`config.mk`:
```
export PLATFORM = sky130hd
export DESIGN_NAME = c7bifu_ibuf
export DESIGN_NICKNAME = d
export VERILOG_FILES = /design/src/rtl/c7bifu_pkg.sv /design/src/rtl/c7bifu_ibuf_ptr.sv /design/src/rtl/c7bifu_ibuf.sv
export SDC_FILE = /design/constraint.sdc
export NUM_CORES = 1
export LEC_CHECK = 0
export CORE_MARGIN = 10
export CORE_UTILIZATION = 45
export CTS_CLUSTER_DIAMETER = 100
export DETAILED_ROUTE_END_ITERATION = 10
export DONT_BUFFER_PORTS = 1
export GPL_ROUTABILITY_DRIVEN = 0
export PLACE_DENSITY = 0.57
export SYNTH_ARGS = -nofsm -noshare
export SYNTH_HDL_FRONTEND = slang
export SYNTH_SLANG_ARGS = --single-unit
```
`constraint.sdc`:
```
create_clock -name clk -period 4.6 [get_ports clk]
set_clock_uncertainty 0.2 [all_clocks]
set_input_delay 1.38 -clock clk [delete_from_list [all_inputs] [get_ports clk]]
set_output_delay 1.38 -clock clk [all_outputs]
set_load 0.03 [all_outputs]
```
`src/rtl/c7bifu_pkg.sv`:
```
// Shared constants and types for the c7bifu fetch-side blocks.
package c7bifu_pkg;

  localparam int unsigned IBUF_DEPTH = 8;
  localparam int unsigned INST_W     = 32;
  localparam int unsigned FETCH_W    = 64;

  // One instruction buffer slot: the word and the PC it was fetched from.
  typedef struct packed {
    logic [INST_W-1:0] inst;
    logic [31:0]       pc;
  } ibuf_entry_t;

endpackage

```
`src/rtl/c7bifu_ibuf_ptr.sv`:
```
// Instruction buffer bookkeeping: read/write pointers, occupancy, fetch-ready
// and the sticky overflow flag. Holds no instruction data.
module c7bifu_ibuf_ptr #(
  parameter int unsigned DEPTH = 8,
  localparam int unsigned AW = $clog2(DEPTH),
  localparam int unsigned PW = AW + 1
) (
  input  logic          clk,
  input  logic          resetn,
  input  logic [1:0]    push_num,
  input  logic          pop,
  input  logic          flush,
  output logic [AW-1:0] rd_idx,
  output logic [AW-1:0] wr_idx0,
  output logic [AW-1:0] wr_idx1,
  output logic [PW-1:0] count,
  output logic          push_en,
  output logic          ready,
  output logic          ovf
);

  logic [PW-1:0] rd_ptr_q, rd_ptr_d;
  logic [PW-1:0] wr_ptr_q, wr_ptr_d;
  logic [PW-1:0] count_q, count_d;
  logic          ovf_q, ovf_d;
  logic [PW:0]   free;
  logic          fits;
  logic          pop_en;
  logic [PW-1:0] push_amt;

  // Admission check (a same-cycle pop frees a slot) and next-state pointers.
  always_comb begin
    pop_en   = pop & ~flush;
    free     = (PW+1)'(DEPTH) - {1'b0, count_q} + {{PW{1'b0}}, pop_en};
    fits     = {{(PW-1){1'b0}}, push_num} <= free;
    push_en  = (push_num != 2'd0) & ~flush & fits;
    push_amt = push_en ? {{(PW-2){1'b0}}, push_num} : '0;
    ovf_d    = ovf_q | ((push_num != 2'd0) & ~flush & ~fits);
    rd_ptr_d = rd_ptr_q;
    wr_ptr_d = wr_ptr_q;
    count_d  = count_q;
    if (flush) begin
      rd_ptr_d = '0;
      wr_ptr_d = '0;
      count_d  = '0;
    end else begin
      rd_ptr_d = rd_ptr_q + {{(PW-1){1'b0}}, pop_en};
      wr_ptr_d = wr_ptr_q + push_amt;
      count_d  = count_q + push_amt - {{(PW-1){1'b0}}, pop_en};
    end
  end

  // Bookkeeping state; cleared asynchronously.
  always_ff @(posedge clk or negedge resetn) begin
    if (!resetn) begin
      rd_ptr_q <= '0;
      wr_ptr_q <= '0;
      count_q  <= '0;
      ovf_q    <= 1'b0;
    end else begin
      rd_ptr_q <= rd_ptr_d;
      wr_ptr_q <= wr_ptr_d;
      count_q  <= count_d;
      ovf_q    <= ovf_d;
    end
  end

  // Index outputs and the fetch gate, which leaves room for two in-flight returns.
  always_comb begin
    rd_idx  = rd_ptr_q[AW-1:0];
    wr_idx0 = wr_ptr_q[AW-1:0];
    wr_idx1 = wr_ptr_q[AW-1:0] + AW'(1);
    count   = count_q;
    ready   = count_q <= PW'(DEPTH - 4);
    ovf     = ovf_q;
  end

endmodule

```
`src/rtl/c7bifu_ibuf.sv`:
```
// Instruction buffer between the icache return stage (ic2) and decode.
// Optional build macro C7BIFU_IBUF_BYPASS_EN: an empty buffer forwards the
// first valid word of the returning packet to decode in the same cycle.
module c7bifu_ibuf
  import c7bifu_pkg::*;
#(
  parameter int unsigned DEPTH = IBUF_DEPTH
) (
  input  logic               clk,
  input  logic               resetn,
  input  logic               icu_ifu_data_valid_ic2,
  input  logic [FETCH_W-1:0] icu_ifu_data_ic2,
  input  logic [31:0]        ifu_pc_ic2,
  input  logic               ifu_ibuf_flush,
  output logic               ifu_ibuf_ready,
  output logic               ifu_exu_valid_d,
  output logic [INST_W-1:0]  ifu_exu_inst_d,
  output logic [31:0]        ifu_exu_pc_d,
  input  logic               exu_ifu_ready_d,
  output logic               ifu_ibuf_ovf
);

  localparam int unsigned AW = $clog2(DEPTH);

  ibuf_entry_t     mem [DEPTH];
  ibuf_entry_t     lo_word, hi_word, w0, w1, head;
  logic [1:0]      push_num;
  logic            push_en;
  logic            pop;
  logic            not_empty;
  logic [AW-1:0]   rd_idx, wr_idx0, wr_idx1;
  logic [AW:0]     count;

  c7bifu_ibuf_ptr #(
    .DEPTH (DEPTH)
  ) u_ptr (
    .clk      (clk),
    .resetn   (resetn),
    .push_num (push_num),
    .pop      (pop),
    .flush    (ifu_ibuf_flush),
    .rd_idx   (rd_idx),
    .wr_idx0  (wr_idx0),
    .wr_idx1  (wr_idx1),
    .count    (count),
    .push_en  (push_en),
    .ready    (ifu_ibuf_ready),
    .ovf      (ifu_ibuf_ovf)
  );

  // Split the packet into words, choose what gets stored and what decode sees.
  always_comb begin
    lo_word   = '{inst: icu_ifu_data_ic2[31:0],  pc: {ifu_pc_ic2[31:3], 3'b000}};
    hi_word   = '{inst: icu_ifu_data_ic2[63:32], pc: {ifu_pc_ic2[31:3], 3'b100}};
    not_empty = count != '0;
    head      = mem[rd_idx];
    // A packet entered at the upper half (branch target) carries only one word.
    w0        = ifu_pc_ic2[2] ? hi_word : lo_word;
    w1        = hi_word;
    push_num  = !icu_ifu_data_valid_ic2 ? 2'd0 : (ifu_pc_ic2[2] ? 2'd1 : 2'd2);
    pop       = not_empty & exu_ifu_ready_d;
    ifu_exu_valid_d = not_empty;
    ifu_exu_inst_d  = head.inst;
    ifu_exu_pc_d    = head.pc;
`ifdef C7BIFU_IBUF_BYPASS_EN
    if (!not_empty && icu_ifu_data_valid_ic2 && !ifu_ibuf_flush) begin
      ifu_exu_valid_d = 1'b1;
      ifu_exu_inst_d  = w0.inst;
      ifu_exu_pc_d    = w0.pc;
      // Decode took the first word directly; only the remainder is stored.
      if (exu_ifu_ready_d) begin
        push_num = ifu_pc_ic2[2] ? 2'd0 : 2'd1;
        w0       = hi_word;
      end
    end
`endif
  end

  // Instruction storage; deliberately not reset.
  always_ff @(posedge clk) begin
    if (push_en) begin
      mem[wr_idx0] <= w0;
      if (push_num == 2'd2) mem[wr_idx1] <= w1;
    end
  end

endmodule

```
==> impl_metrics.ini <==
[run_status]
outcome = completed

[power]
power.total_uw = 12200
clockPowerShare_pct = 33.7
seq_power_share_pct = 44.6
swShare_pct = 28.4
powerDensity_mw_per_mm2 = 446
p_int_uw = 8710
switching_power_uw = 3450
cellLeakagePower_uw = 0.00914
comb_power_share_pct = 21.7
vdd_ir_drop_max_v = 0.000390

[floorplan]
die-area_mm2 = 0.0640
start_util_pct = 45.4
fp.coreArea_mm2 = 0.0538
die_h_um = 253
pin_count = 168
die_x_um = 253
rows = 85

[synth]
yosys_warnings = 0
synthMuxAreaShare_pct = 15.6
synthesis.area_mm2 = 0.0244
synth_top_family_by_area = multiplexers
ys_async_sr_fraction_pct = 2.17
synth_fa_ha_area_share_pct = 0.984
synthXorXnorAreaFrac_pct = 0.179
yosysSeqAreaShare_pct = 61.8
avgSynthCellArea_um2 = 16.2
ys_types = 50
ys.flop_type = edfxtp_1
syn_inst = 1507
synth_compound_area_share_pct = 10.0
synth_seq_cells = 507
synth_enable_flop_cells = 488
synth-simple-area-share_pct = 7.84

[critical_path]
crit_chain = buf_12 -> mux4_2 -> mux2_2
cp_max_fo = 55
r2r_start = u_ptr.count[3]
rr_worst_depth = 20
r2r-end = u_ptr.count[3]
cp.depth = 3
r2r_slack_ns = 0.59
crit_arrival_ns = 2.65
crit_family = multiplexers
crit_slowest_cell = dfrtp_4
critPathLaunch = u_ptr.rd_ptr_q[0]
crit_path_start_kind = register
crit_type = reg -> out
required_ns = 3.02
cp-end-kind = output pin
max_stage_delay_ns = 0.58
crit_buf_inv = 1
crit_path_end = ifu_exu_pc_d[3]

[detailed_routing]
drc_errors = 0
ant_nets = 0
drt_iter0_drc = 1209
wl_per_cell_um = 27.5
via_per_inst = 6.07
drt-total-wl_mm = 61.2
firstDrtPassIters = 6
dr_total_vias = 13500

[timing]
min_period_ns = 4.23
fin_crit_sh_pct = 91.9
rsz0062_at_grt = no
fmax_mhz = 236
setup_violations = 0
hold_viol_final = 0
setup_tns_ns = 0
drv_slew = 0
maxSlewHeadroom_pct = 20.6
whs_ns = 0.260
worst_pin_slew_ns = 1.19

[finish]
final_cell_mix = edfxtp_1, o2bb2ai_1, and2_1
fill_cells = 4473
seq_area_mm2 = 0.0151
final_common_cell = edfxtp_1
multi_input_area_mm2 = 0.00861
area_growth_pct = 11.8
drive_gt1_share_pct = 23.7
final_cells = 2226
diodes = 0
final_nets = 1608
post-route-util_pct = 50.7

[run]
maxCapViolations = 0

[clocking]
numCtsBuffers = 55
cts_hold_buf = 0
cts-root-buf = clkbuf_16
clock_latency_ns = 0.59
cts.sinks = 507
clockBufferDepth = 3
cts_resized = 0
cts.clk_slew.worst_paths_ns = 0.06
post_cts_buffers = 0
htree_levels = 2
cts_tree = done

[grt]
grt_antenna_before_repair = 0
grt_max_degree = 58
grt_pass1_vias = 14000
grt_pass1_wl_mm = 91.5
grt_overflow = 0
grt_usage_pct = 19.1

[placed_design]
dp_cells = 2128
place_hpwl_mm = 36.1
port_buffers = 0

[worst_hold_path]
min_path_type = in -> async
-- through the flow --
step           setup slack (ns)  instance area, um2
2_1_floorplan           0.00103               24400
3_3_place_gp             0.0616               25700
3_5_place_dp             0.0670               25700
4_1_cts                   0.287               27300
6_report                  0.371               27300
5_1_grt                   0.233               27300
-- layer usage --
metal / wire (um) / GRT usage (%) / part of all wire (%)
met2: 30200 / 32.0 / 49
met3: 4280 / 4.65 / 7.0
met1: 25500 / 24.6 / 42
met4: 1180 / 4.71 / 1.9
met5: 0 / 0 / 0
-- cell usage after synthesis (2+ instances only) --
cell type	number	area share [%]
xnor2_1	4	0.14
nand3_1	4	0.082
mux2_2	62	2.9
ha_1	16	0.82
buf_6	14	0.65
buf_1	39	0.60
nor3_1	5	0.10
or2_1	4	0.10
a21oi_2	2	0.072
nor3b_1	2	0.062
o31ai_1	2	0.062
nor2_4	8	0.37
nor2b_1	14	0.36
and2_1	233	6.0
clkbuf_1	35	0.54
dfrtp_1	11	1.1
inv_1	13	0.20
mux4_2	124	11
a21oi_1	8	0.16
buf_2	49	1.0
buf_4	15	0.46
clkbuf_2	2	0.041
nor2_1	14	0.22
edfxtp_1	488	60
mux2i_1	32	1.3
o2bb2ai_1	256	9.2
nand2_1	13	0.20
a211o_1	8	0.29
fa_1	2	0.16
dfxtp_1	8	0.66
-- how the worst min path moves through the flow --
stage	end	slack, ns	cells after the start
global placement	mem[0][2]	0.24	1
floorplan	mem[6][2]	0.23	1
detailed placement	mem[5][2]	0.25	1
global route	u_ptr.rd_ptr_q[1]	0.23	0
CTS	u_ptr.rd_ptr_q[0]	0.23	0
finish	u_ptr.rd_ptr_q[0]	0.26	0
-- sequential cells by signal, indices dropped and copies added (netlist names) --
name / flops
u_ptr.wr_ptr_q: 3
u_ptr.count: 4
u_ptr.rd_ptr_q: 3
u_ptr.ovf: 1
mem: 496
-- kinds of logic after synthesis --
logic type,Yosys count
AO/OA/AOI/OAI,283
XOR/XNOR,5
adder cells (fa/ha/maj),18
buffers and inverters,168
flip-flops,507
multiplexers,218
other,1
AND/OR/NAND/NOR,307
-- final cells by class --
class | instances | share of cell area (%)
flip-flops and latches | 507 | 55.3
multi-input cells | 833 | 31.6
clock buffers | 76 | 5.33
repair buffers | 78 | 3.80
well taps | 696 | 3.19
clock inverters | 22 | 0.569
inverters | 14 | 0.193
-- power groups by stage --
stage,combinational (uW),clock [uW],sequential (uW)
2_1_floorplan,2050,0,5480
3_3_place_gp,2670,0,5520
3_5_place_dp,2690,0,5530
4_1_cts,2700,4190,5440
5_1_grt,2840,4360,5450
6_report,2640,4100,5430
-- worst reg2reg max path, cell delays in order, from the launching register on --
cell      delay (ns)
dfrtp_1         0.44
inv_1           0.19
ha_1            0.18
nand2_1         0.08
nand3_2         0.10
ha_2            0.21
inv_1           0.05
ha_1            0.26
inv_1           0.04
ha_1            0.29
nor2b_2         0.17
o221ai_4        0.20
nor3_4          0.10
or2_2           0.33
ha_1            0.28
inv_1           0.05
ha_1            0.26
a21o_1          0.16
a21oi_2         0.13
xnor2_1         0.13
nor2_1          0.05
No activity file was read; power rests on OpenSTA's default activity.
